===== src/rtl/wb_pkg.sv =====
// wb_pkg: shared definitions for the write-back buffer.
//   - default result / register-address widths
//   - REG_ZERO: the hardwired-zero register address (writes to it are dropped)
//   - entry layout {rd[ADDR_W-1:0], data[DATA_W-1:0]}: data in the low bits,
//     destination above it. Offsets below are for the default widths; the
//     parameterized helpers give the same layout for any width.
package wb_pkg;
  localparam int DATA_W_DEF = 32;
  localparam int ADDR_W_DEF = 5;

  localparam logic [4:0] REG_ZERO = 5'd0;

  localparam int ENT_DATA_LSB = 0;
  localparam int ENT_RD_LSB   = DATA_W_DEF;
  localparam int ENT_W        = ADDR_W_DEF + DATA_W_DEF;

  function automatic int ent_w(input int aw, input int dw);
    return aw + dw;
  endfunction

  function automatic int ent_rd_lsb(input int dw);
    return dw;
  endfunction
endpackage


===== src/rtl/wb_match.sv =====
// wb_match: forwarding lookup across the queued entries.
// Ports:
//   ent_i   - entry array, {rd, data} per slot
//   vld_i   - per-slot occupancy mask
//   head_i  - slot index of the oldest entry
//   addr_i  - lookup register address (x0 never hits)
//   hit_o   - some valid entry targets addr_i
//   data_o  - data of the youngest matching entry, 0 when no hit
module wb_match import wb_pkg::*; #(
  parameter int DEPTH  = 4,
  parameter int DATA_W = DATA_W_DEF,
  parameter int ADDR_W = ADDR_W_DEF,
  localparam int PW    = $clog2(DEPTH),
  localparam int EW    = ent_w(ADDR_W, DATA_W),
  localparam int RDL   = ent_rd_lsb(DATA_W)
) (
  input  logic [DEPTH-1:0][EW-1:0] ent_i,
  input  logic [DEPTH-1:0]         vld_i,
  input  logic [PW-1:0]            head_i,
  input  logic [ADDR_W-1:0]        addr_i,
  output logic                     hit_o,
  output logic [DATA_W-1:0]        data_o
);
  logic [PW-1:0] idx;

  // Walk oldest -> youngest; a later match overwrites an earlier one, so the
  // youngest entry wins.
  always_comb begin
    hit_o  = 1'b0;
    data_o = '0;
    idx    = head_i;
    for (int i = 0; i < DEPTH; i++) begin
      idx = head_i + PW'(i);
      if (vld_i[idx] && addr_i != ADDR_W'(REG_ZERO) &&
          ent_i[idx][RDL +: ADDR_W] == addr_i) begin
        hit_o  = 1'b1;
        data_o = ent_i[idx][DATA_W-1:0];
      end
    end
  end
endmodule


===== src/rtl/wb_buffer.sv =====
// wb_buffer: write-side feeder for the register file.
// Accepts ALU and load results (load has priority), queues them in an in-order
// FIFO and drains one entry per cycle onto the register-file write port.
// Ports:
//   clk, rst_n                 - clock, async active-low reset
//   alu_* / ld_*               - result handshakes (valid/ready, rd, data)
//   wb_stall                   - holds the drain this cycle
//   RegWrite/rd_addr/write_data- register-file write port (combinational from head)
//   rs1/rs2_addr, _hit, _fwd   - forwarding lookups into the queue
//   count                      - occupancy
// Config: define WB_BYPASS_EN to build the forwarding lookups; otherwise the
// hit/fwd outputs are tied to 0.
module wb_buffer import wb_pkg::*; #(
  parameter int DEPTH  = 4,
  parameter int DATA_W = DATA_W_DEF,
  parameter int ADDR_W = ADDR_W_DEF,
  localparam int PW    = $clog2(DEPTH),
  localparam int CW    = $clog2(DEPTH) + 1,
  localparam int EW    = ent_w(ADDR_W, DATA_W),
  localparam int RDL   = ent_rd_lsb(DATA_W)
) (
  input  logic              clk,
  input  logic              rst_n,
  input  logic              alu_valid,
  output logic              alu_ready,
  input  logic [ADDR_W-1:0] alu_rd,
  input  logic [DATA_W-1:0] alu_data,
  input  logic              ld_valid,
  output logic              ld_ready,
  input  logic [ADDR_W-1:0] ld_rd,
  input  logic [DATA_W-1:0] ld_data,
  input  logic              wb_stall,
  output logic              RegWrite,
  output logic [ADDR_W-1:0] rd_addr,
  output logic [DATA_W-1:0] write_data,
  input  logic [ADDR_W-1:0] rs1_addr,
  input  logic [ADDR_W-1:0] rs2_addr,
  output logic              rs1_hit,
  output logic              rs2_hit,
  output logic [DATA_W-1:0] rs1_fwd,
  output logic [DATA_W-1:0] rs2_fwd,
  output logic [CW-1:0]     count
);
  logic [DEPTH-1:0][EW-1:0] mem_q;
  logic [PW-1:0]            wr_ptr_q, wr_ptr_d, rd_ptr_q, rd_ptr_d;
  logic [CW-1:0]            count_q, count_d;
  logic                     space, push, store, pop;
  logic [ADDR_W-1:0]        push_rd;
  logic [DATA_W-1:0]        push_data;
  logic [EW-1:0]            head;

  // Readiness looks only at the registered count: a same-cycle pop does not
  // free a slot for a push.
  assign space     = count_q < CW'(DEPTH);
  assign ld_ready  = space;
  assign alu_ready = space && !ld_valid;

  assign push      = (ld_valid && ld_ready) || (alu_valid && alu_ready);
  assign push_rd   = ld_valid ? ld_rd   : alu_rd;
  assign push_data = ld_valid ? ld_data : alu_data;
  // x0 results are handshaken but never occupy a slot.
  assign store     = push && (push_rd != ADDR_W'(REG_ZERO));

  assign head       = mem_q[rd_ptr_q];
  assign RegWrite   = (count_q != '0) && !wb_stall;
  assign pop        = RegWrite;
  assign rd_addr    = (count_q != '0) ? head[RDL +: ADDR_W] : '0;
  assign write_data = (count_q != '0) ? head[DATA_W-1:0]    : '0;
  assign count      = count_q;

  assign wr_ptr_d = store ? wr_ptr_q + PW'(1) : wr_ptr_q;
  assign rd_ptr_d = pop   ? rd_ptr_q + PW'(1) : rd_ptr_q;
  assign count_d  = count_q + CW'(store) - CW'(pop);

  always_ff @(posedge clk or negedge rst_n) begin
    if (!rst_n) begin
      wr_ptr_q <= '0;
      rd_ptr_q <= '0;
      count_q  <= '0;
    end else begin
      wr_ptr_q <= wr_ptr_d;
      rd_ptr_q <= rd_ptr_d;
      count_q  <= count_d;
    end
  end

  // Storage needs no reset: count gates every read of it.
  always_ff @(posedge clk) begin
    if (store) mem_q[wr_ptr_q] <= {push_rd, push_data};
  end

`ifdef WB_BYPASS_EN
  logic [DEPTH-1:0]         vld;
  logic [1:0][ADDR_W-1:0]   lu_addr;
  logic [1:0]               lu_hit;
  logic [1:0][DATA_W-1:0]   lu_data;

  // Slot j is occupied when its distance from the head is below count.
  always_comb begin
    vld = '0;
    for (int j = 0; j < DEPTH; j++)
      vld[j] = CW'(PW'(j) - rd_ptr_q) < count_q;
  end

  assign lu_addr = {rs2_addr, rs1_addr};

  for (genvar g = 0; g < 2; g++) begin : g_lu
    wb_match #(.DEPTH(DEPTH), .DATA_W(DATA_W), .ADDR_W(ADDR_W)) u_match (
      .ent_i  (mem_q),
      .vld_i  (vld),
      .head_i (rd_ptr_q),
      .addr_i (lu_addr[g]),
      .hit_o  (lu_hit[g]),
      .data_o (lu_data[g])
    );
  end

  assign rs1_hit = lu_hit[0];
  assign rs2_hit = lu_hit[1];
  assign rs1_fwd = lu_data[0];
  assign rs2_fwd = lu_data[1];
`else
  logic unused_lookup;
  assign unused_lookup = ^{rs1_addr, rs2_addr};
  assign rs1_hit = 1'b0;
  assign rs2_hit = 1'b0;
  assign rs1_fwd = '0;
  assign rs2_fwd = '0;
`endif
endmodule


===== config.mk =====
export PLATFORM = sky130hd
export DESIGN_NAME = wb_buffer
export DESIGN_NICKNAME = d
export VERILOG_FILES = /design/src/rtl/wb_pkg.sv /design/src/rtl/wb_match.sv /design/src/rtl/wb_buffer.sv
export SDC_FILE = /design/constraint.sdc
export NUM_CORES = 1
export LEC_CHECK = 0
export BUFFER_PORTS_ARGS = -buffer_cell sky130_fd_sc_hd__buf_2
export CORE_MARGIN = 1.5
export CORE_UTILIZATION = 45
export DETAILED_ROUTE_END_ITERATION = 10
export PLACE_DENSITY = 0.78
export RECOVER_POWER = 50
export SYNTH_ARGS = -nofsm -noshare
export SYNTH_HDL_FRONTEND = slang
export SYNTH_SLANG_ARGS = --single-unit

===== constraint.sdc =====
create_clock -name clk -period 7 [get_ports clk]
set_clock_uncertainty 0.1 [all_clocks]
set_input_delay 1.4 -clock clk [delete_from_list [all_inputs] [get_ports clk]]
set_output_delay 1.4 -clock clk [all_outputs]
set_load 0.05 [all_outputs]

==> results of run 1 <==
==> routing by layer <==
metal	GRT usage (%)	up-vias	wire length, um
li1	-	1592	-
met1	19.3	1770	4980
met2	28.2	166	6500
met3	4.61	12	655
met4	5.88	0	170
met5	0	-	0
==> Yosys cell counts, drive strengths merged <==
library cell | n | area share, %
edfxtp | 148 | 64
nor3b | 1 | 0.11
o22ai | 1 | 0.18
nor4b | 1 | 0.22
nor3 | 2 | 0.14
nand2 | 1 | 0.054
o21ai | 1 | 0.072
mux4 | 37 | 12
mux2 | 37 | 6.0
fa | 1 | 0.29
nand3 | 1 | 0.072
xnor2 | 4 | 0.50
nor4 | 1 | 0.18
xor2 | 1 | 0.13
clkbuf | 4 | 0.22
conb | 1 | 0.054
ha | 6 | 1.1
and2 | 1 | 0.090
inv | 7 | 0.38
dfrtp | 7 | 2.5
nor2b | 37 | 3.3
nor2 | 4 | 0.22
buf | 79 | 8.3
and3 | 4 | 0.36
==> power by group through the flow <==
stage                     Combinational [mW]  Sequential [mW]  Clock, mW
after global placement                  1.63             1.38          0
after detailed placement                1.65             1.40          0
after global routing                    1.73             1.40      0.972
after floorplan                         1.38             1.33          0
final                                   1.63             1.37      0.920
after CTS                               1.66             1.38      0.935
==> area by class of cell <==
| cell class | instances | area, sq um | share of cell area (%) |
|---|---|---|---|
| sequential | 155 | 4620 | 57.2 |
| timing repair buffer | 125 | 622 | 7.69 |
| clock inverter | 15 | 171 | 2.12 |
| tap | 188 | 235 | 2.91 |
| clock buffer | 17 | 425 | 5.26 |
| inverter | 7 | 26.3 | 0.325 |
| multi-input combinational | 207 | 1980 | 24.5 |
==> registers in the layout, summed over array words and instances (netlist names) <==
| name | cells |
|---|---|
| count | 3 |
| rd_ptr_q | 2 |
| wr_ptr_q | 2 |
| mem_q | 148 |
==> worst max-delay path: stages <==
cell and delay (ns):
sky130_fd_sc_hd__buf_2 0.07, sky130_fd_sc_hd__clkbuf_1 1.76, sky130_fd_sc_hd__nor4b_1 0.43, sky130_fd_sc_hd__o22ai_2 0.20, sky130_fd_sc_hd__and2_0 0.23, sky130_fd_sc_hd__inv_2 0.08, sky130_fd_sc_hd__ha_1 0.23, sky130_fd_sc_hd__inv_1 0.06
sky130_fd_sc_hd__ha_1 0.15, sky130_fd_sc_hd__inv_1 0.05, sky130_fd_sc_hd__fa_1 0.37, sky130_fd_sc_hd__xnor2_1 0.21, sky130_fd_sc_hd__xnor2_1 0.16
==> worst max-delay path by stage <==
stage | startpoint | to | slack, ns | depth (start not counted)
floorplan | ld_valid | alu_ready | 2.94 | 4
global placement | ld_valid | count[2] | 2.94 | 13
detailed placement | ld_valid | count[2] | 2.89 | 13
CTS | rd_ptr_q[0] | write_data[28] | 2.72 | 4
global route | ld_valid | count[2] | 1.38 | 13
finish | ld_valid | count[2] | 1.82 | 13
==> cell families (layout without fill, tap and decap cells) <==
kind of cell    count (synthesis)  count (layout)
mux                            74              74
fa+ha+maj                       7               7
xor+xnor                        5               5
compound gates                  2               2
flops                         155             155
other cells                     1              66
buf+inv                        90             164
simple gates                   53              53
==> impl_summary.log, run 1 <==
INFO  metric total_power = slightly below 4 mW
INFO  metric initial_core_util = a little under half
INFO  metric fmax = a little under 200 MHz
INFO  metric place.gp.congestion = around 0.69
INFO  metric power.share.switching = 41.4%
INFO  metric hold_slack = 0.503 ns
INFO  metric finalWirelength = around 12000 um
INFO  metric detailed_place_hpwl = roughly 7500 um
INFO  metric dp_cells = 682
INFO  metric synth_area_per_cell = 18.0 sq um
INFO  metric grt.overflow.total = 0
INFO  metric main_combinational_cell_family_by_area_after_synthesis = multiplexers
INFO  metric antenna_cells_inserted = 0
INFO  metric initial_antenna_violation_count = 0
INFO  metric critical_path.startpoint_type = input port
INFO  metric synthesis.instances = just under 400
INFO  metric place.port_buffers = about 120
INFO  metric vdd.ir_drop.worst = roughly 0.33 mV
INFO  metric cts-htree-levels = 4
INFO  metric insertion_delay = around 0.42 ns
INFO  metric run_status = finished with violations
INFO  metric fp.dieW = around 130 um
INFO  metric synth-seq-area-share = about two thirds
INFO  metric design.die.area = between 0.015 and 0.02 sq mm
INFO  metric flip_flop_and_latch_count_after_synthesis = 155
INFO  metric critPathMaxFanout = 43
INFO  metric total_number_of_vias = approximately 3500
INFO  metric switching_power = about 1.6 mW
INFO  metric synth-warning-count = 0
INFO  metric ctsHoldBuffers = 0
INFO  metric clockRootBuffer = sky130_fd_sc_hd__clkbuf_16
INFO  metric finalCriticalPeriod = 5.18 ns
INFO  metric timing.rr.end = count[2]
INFO  metric critPathArrivalTime = 5.42 ns
INFO  metric die-height = about 130 um
INFO  metric setup.worst_path.class = input port to register
INFO  metric grt_use_total = ~16%
INFO  metric core_area = between 0.015 and 0.02 sq mm
INFO  metric grt_start_max_net_pins = 44
INFO  metric finalSetupViolations = 0
INFO  metric antenna_violating_nets_post_route = 0
INFO  metric final_net_count = 609
INFO  metric utilization = a little over half
INFO  metric postLayoutCellArea = 0.00809 sq mm
INFO  metric filler_cell_count = between 1000 and 1500
INFO  metric synth_adder_area_share = around 1.4%
INFO  metric multiplexer_share_of_the_synthesized_area = 17.9%
INFO  metric grt_pass1_vias = 3623
INFO  metric p_comb_share = 41.5%
INFO  metric cellLeakagePower = around 3 nW
INFO  metric cts_buffers = 17
INFO  metric critPathCaptureType = register
INFO  metric cts.clk_slew.worst_paths = ~0.060 ns
INFO  metric timing.max_slew.rel_slack = -65.7%
INFO  metric share_seq_of_total_power = about a third
INFO  metric maxCapViolCount = 1
INFO  metric postPlaceCellArea = between 0.007 and 0.008 sq mm
INFO  metric yosys.area_share.xor_xnor = less than 1%
INFO  metric failing_checks = max-capacitance violations, max-slew violations
INFO  metric num_rows = 45
INFO  metric cts-root-to-sink-buffers = 2
INFO  metric detail_route.vias_per_cell = 4.96
INFO  metric setup_slack_after_placement = 2.89 ns
INFO  metric netlist-cell-type-count = 27
INFO  metric post-route-period-util = 74.1%
INFO  metric rsz0062_at_grt = false
INFO  metric holdPathEnd = count[0]
INFO  metric postCtsSetupBuffers = 0
INFO  metric p_int = 2.30 mW
INFO  metric timing.setup.tns = 0 ns
INFO  metric drtPass1Iterations = 4
INFO  metric post_cts_resized = 0
INFO  metric tightest_slew = 2.49 ns
INFO  metric worst_r2r_path_depth = 10
INFO  metric post_synth_and_or_nand_nor_area_fraction = roughly 4.7%
INFO  metric area.growth.synth_to_final = 15.8%
INFO  metric layout_commonest_cell = sky130_fd_sc_hd__edfxtp_1
INFO  metric grt_pass1_wl = about 19000 um
INFO  metric dr.first_iter.drc_count = between 150 and 200
INFO  metric synth.cell_area = 0.00698 sq mm
INFO  metric synth_compound_area_share = less than 1%
INFO  metric worst_hold_path_type = register to register
INFO  metric worst_reg_to_reg_setup_slack = approximately 3.3 ns
INFO  metric pwr_density_cell = approximately 490 mW/mm^2
INFO  metric min_path_cells = 1
INFO  metric post_drt_wl_per_cell = between 15 and 20 um
INFO  metric power_frac_clock = 23.5%
INFO  metric hold_path_startpoint = count[0]
INFO  metric post_route_cells_drive_above_1_share = 36.9%
INFO  metric fin_cells = approximately 710
INFO  metric postLayoutSetupSlackWorst = between 1.5 and 2 ns
INFO  metric top_level_ports = approximately 200
INFO  metric final_max_slew_viol_count = 44
INFO  metric drc = 0
INFO  metric cts.sink_count = between 150 and 200
INFO  metric timing_hold_violations_final = 0
INFO  metric most-common-layout-cells = sky130_fd_sc_hd__edfxtp_1, sky130_fd_sc_hd__buf_2, sky130_fd_sc_hd__conb_1
INFO  metric clock_tree_from_tritoncts = yes
INFO  metric wp_data_required = about 7.2 ns
INFO  metric start_of_the_worst_register_to_register_path = count[2]
Note: power is estimated with default switching activity, not from simulation.
==> inputs of run 2 (changes only) <==
--- a/config.mk
+++ b/config.mk
@@ -5,11 +5,12 @@
 export SDC_FILE = /design/constraint.sdc
 export NUM_CORES = 1
 export LEC_CHECK = 0
+export ABC_AREA = 1
 export BUFFER_PORTS_ARGS = -buffer_cell sky130_fd_sc_hd__buf_2
 export CORE_MARGIN = 1.5
 export CORE_UTILIZATION = 45
 export DETAILED_ROUTE_END_ITERATION = 10
-export PLACE_DENSITY = 0.78
+export PLACE_DENSITY = 0.77
 export RECOVER_POWER = 50
 export SYNTH_ARGS = -nofsm -noshare
 export SYNTH_HDL_FRONTEND = slang
==> constraint.sdc (replaced) <==
create_clock -name clk -period 5 [get_ports clk]
set_clock_uncertainty 0.1 [all_clocks]
set_input_delay 1 -clock clk [delete_from_list [all_inputs] [get_ports clk]]
set_output_delay 1 -clock clk [all_outputs]
set_load 0.05 [all_outputs]
==> run 2 against run 1 <==
Against the previous run:
- the run now ends clean
- final area is 1.8% higher
- highest routed layer unchanged
- clock-buffer cell count is 5 higher
- cell count is 42% higher
- largest cell class unchanged
- largest power group unchanged
==> impl_summary.log, run 2 <==
INFO  metric antenna_violating_nets_post_route = 0 (unchanged)
INFO  metric synth-seq-area-share = 64.8% (-1.4 points)
INFO  metric cts-root-to-sink-buffers = 2 (unchanged)
INFO  metric ctsHoldBuffers = 0 (unchanged)
INFO  metric drtPass1Iterations = 5 (+1)
INFO  metric yosys-top-cells-area = sky130_fd_sc_hd__edfxtp_1, sky130_fd_sc_hd__nor2_1, sky130_fd_sc_hd__buf_4, sky130_fd_sc_hd__nand2_1, sky130_fd_sc_hd__o21ai_1
INFO  metric yosysMostFrequentCell = sky130_fd_sc_hd__nor2_1
INFO  metric rsz0062_at_grt = false
INFO  metric fmax = between 200 and 300 MHz
INFO  metric grt.overflow.total = 0 (unchanged)
INFO  metric async_flop_share = 4.52% (unchanged)
INFO  metric timing.rr.end = count[2]
INFO  metric detail_route.vias_per_cell = 4.73 (-4.6%)
INFO  metric place.port_buffers = 121 (unchanged)
INFO  metric design.die.area = 0.0166 sq mm (+2.1%)
INFO  metric critPathMaxFanout = 22 (-49%)
INFO  metric clockRootBuffer = sky130_fd_sc_hd__clkbuf_16
INFO  metric timing.setup.tns = 0 ns (unchanged)
INFO  metric ys_dominant_reg_cell = sky130_fd_sc_hd__edfxtp_1
INFO  metric critPathLaunch = count[2]
INFO  metric cts.sink_count = 155 (unchanged)
INFO  metric finalCriticalPeriod = approximately 4 ns
INFO  metric postCtsSetupBuffers = 0 (unchanged)
INFO  metric layout_commonest_cell = sky130_fd_sc_hd__nor2_1
INFO  metric finalSetupViolations = 0 (unchanged)
INFO  metric largest-register = mem_q
INFO  metric initial_core_util = 46.6% (+0.63 points)
INFO  metric post-route-period-util = about four fifths
INFO  metric power.share.switching = 46.1% (+4.7 points)
INFO  metric netlist-cell-type-count = 27 (unchanged)
INFO  metric pwr_density_cell = 711 mW/mm^2 (+47%)
INFO  metric synth.cell_area = 0.00713 sq mm (+2.1%)
INFO  metric power_frac_clock = 22.1% (-1.4 points)
INFO  metric setup.worst_path.class = register to primary output
INFO  metric fp.dieW = 129 um (+1.0%)
INFO  metric hold_slack = 0.386 ns (-0.117 ns)
INFO  metric filler_cell_count = 1352 (+10%)
INFO  metric die-height = 129 um (+1.0%)
INFO  metric core_area = 0.0153 sq mm (+0.74%)
INFO  metric start_of_the_worst_register_to_register_path = count[2]
INFO  metric maxCapViolCount = 0 (-1)
INFO  metric number_of_enable_flip_flop_cells_after_synthesis = 148 (unchanged)
INFO  metric post_cts_resized = 0 (unchanged)
INFO  metric synthesis.instances = 673 (+74%)
INFO  metric cts_buffers = 17 (unchanged)
INFO  metric drc = 0 (unchanged)
INFO  metric switching_power = 2.70 mW (+66%)
INFO  metric timing.max_slew.rel_slack = 13.4% (+79 points)
INFO  metric cellLeakagePower = 3.36 nW (+10%)
INFO  metric critical_path.startpoint_type = register
INFO  metric grt_use_total = 18.2% (+2.0 points)
INFO  metric worst_r2r_path_depth = 10 (unchanged)
INFO  metric most-common-layout-cells = sky130_fd_sc_hd__nor2_1, sky130_fd_sc_hd__edfxtp_1, sky130_fd_sc_hd__nand2_1, sky130_fd_sc_hd__buf_2, sky130_fd_sc_hd__conb_1
INFO  metric critPathArrivalTime = 2.84 ns (-2.58 ns)
INFO  metric wp_data_required = 3.90 ns (-3.33 ns)
INFO  metric crit_end = RegWrite
INFO  metric synthTopCellsByCount = sky130_fd_sc_hd__nor2_1, sky130_fd_sc_hd__edfxtp_1, sky130_fd_sc_hd__nand2_1, sky130_fd_sc_hd__buf_4, sky130_fd_sc_hd__o21ai_1
INFO  metric share_seq_of_total_power = 30.9% (-4.1 points)
INFO  metric tightest_slew = 1.30 ns (-1.19 ns)
INFO  metric num_rows = 45 (unchanged)
INFO  metric yosysTopAreaCell = sky130_fd_sc_hd__edfxtp_1
INFO  metric grt_pass1_vias = 4336 (+20%)
INFO  metric critPathCaptureType = primary output
INFO  metric place.gp.congestion = 0.681 (-1.1%)
INFO  metric post_drt_wl_per_cell = 14.5 um (-16%)
INFO  metric finalWirelength = 14700 um (+19%)
INFO  metric worst_reg_to_reg_setup_slack = 1.41 ns (-1.86 ns)
INFO  metric clock_tree_from_tritoncts = yes
INFO  metric area.growth.synth_to_final = 15.5%
INFO  metric p_comb_share = 47.0% (+5.5 points)
INFO  metric antenna_cells_inserted = 0 (unchanged)
INFO  metric dr.first_iter.drc_count = 264 (+63%)
INFO  metric post_route_cells_drive_above_1_share = 20.1% (-17 points)
INFO  metric flip_flop_and_latch_count_after_synthesis = 155 (unchanged)
INFO  metric initial_antenna_violation_count = 0 (unchanged)
INFO  metric top_level_ports = 198 (unchanged)
INFO  metric detailed_place_hpwl = 8660 um (+15%)
INFO  metric cts-htree-levels = 4 (unchanged)
INFO  metric grt_pass1_wl = 22300 um (+15%)
INFO  metric synth-warning-count = 0 (unchanged)
INFO  metric p_int = 3.15 mW (+37%)
INFO  metric worst_hold_path_type = input port to async pin
INFO  metric insertion_delay = 0.42 ns (about the same)
INFO  metric flip_flop_count_of_the_largest_register_all_copies_and_words_added = 148 (unchanged)
INFO  metric total_number_of_vias = 4781 (+35%)
INFO  metric run_status = complete, no violations
INFO  metric synth_area_per_cell = 10.6 sq um (-41%)
INFO  metric cts.clk_slew.worst_paths = 0.06 ns (about the same)
INFO  metric final_max_slew_viol_count = 0 (-100%)
INFO  metric synth_top_area_share = 62.3% (-1.3 points)
INFO  metric timing_hold_violations_final = 0 (unchanged)
INFO  metric grt_start_max_net_pins = 77 (+75%)
INFO  metric vdd.ir_drop.worst = 0.495 mV (+49%)
INFO  metric final_net_count = 883 (+45%)
==> run 2: metal layers <==
layer  vias up  wire [um]  global-route usage, %
met3        16        821                   4.12
li1       2351          -                      -
met1      2227       6210                   22.0
met2       187       7460                   32.4
met5         -          0                      0
met4         0        163                   6.01
==> run 2: logic make-up after synthesis <==
group | count (synthesis) | share of synthesized area (%)
AND/OR/NAND/NOR | 277 | 15.0
flip-flops | 155 | 64.8
buffers and inverters | 117 | 10.4
AO/OA/AOI/OAI | 112 | 7.92
adder cells (fa/ha/maj) | 7 | 1.33
XOR/XNOR | 4 | 0.491
other | 1 | 0.0526
==> run 2: power groups by stage <==
stage / clock [mW] / combinational (mW) / sequential [mW]
after floorplan: 0 / 2.15 / 1.87
after global placement: 0 / 2.74 / 1.83
after detailed placement: 0 / 2.78 / 1.84
after CTS: 1.31 / 2.80 / 1.81
after global routing: 1.37 / 2.95 / 1.83
final: 1.29 / 2.75 / 1.81
==> run 2: layout make-up <==
class | count | area [sq um] | share of cell area (%)
well taps | 211 | 264 | 3.21
inverters | 15 | 56.3 | 0.684
multi-input cells | 466 | 2020 | 24.6
flip-flops and latches | 155 | 4620 | 56.1
clock buffers | 22 | 444 | 5.39
clock inverters | 10 | 148 | 1.79
repair buffers | 132 | 677 | 8.22
==> run 2: worst max-delay path: stages (launching register included) <==
cell and delay, ns:
sky130_fd_sc_hd__dfrtp_1 0.45, sky130_fd_sc_hd__nor3_1 0.37, sky130_fd_sc_hd__clkbuf_1 0.99, sky130_fd_sc_hd__nor2_1 0.29
sky130_fd_sc_hd__buf_2 0.32
==> run 2: worst min path at each step <==
stage	from	to	cells past startpoint
after floorplan	wr_ptr_q[1]	wr_ptr_q[1]	2
after global placement	wr_ptr_q[1]	wr_ptr_q[1]	2
after detailed placement	wr_ptr_q[1]	wr_ptr_q[1]	2
after CTS	rst_n	count[0]	1
after global routing	rst_n	count[0]	1
final	rst_n	count[0]	1
==> run 2: stage by stage <==
stage               total power [mW]  setup slack [ns]  utilization (%)  std cells  cell area (sq um)
floorplan                       4.02              1.40                -        738               7370
global placement                4.57              1.31             50.1        979               7670
detailed placement              4.62              1.24             50.1        979               7670
CTS                             5.92              1.31             54.0       1011               8270
global route                    6.16             0.759             53.8       1011               8230
finish                          5.85              1.06             53.8       1011               8230
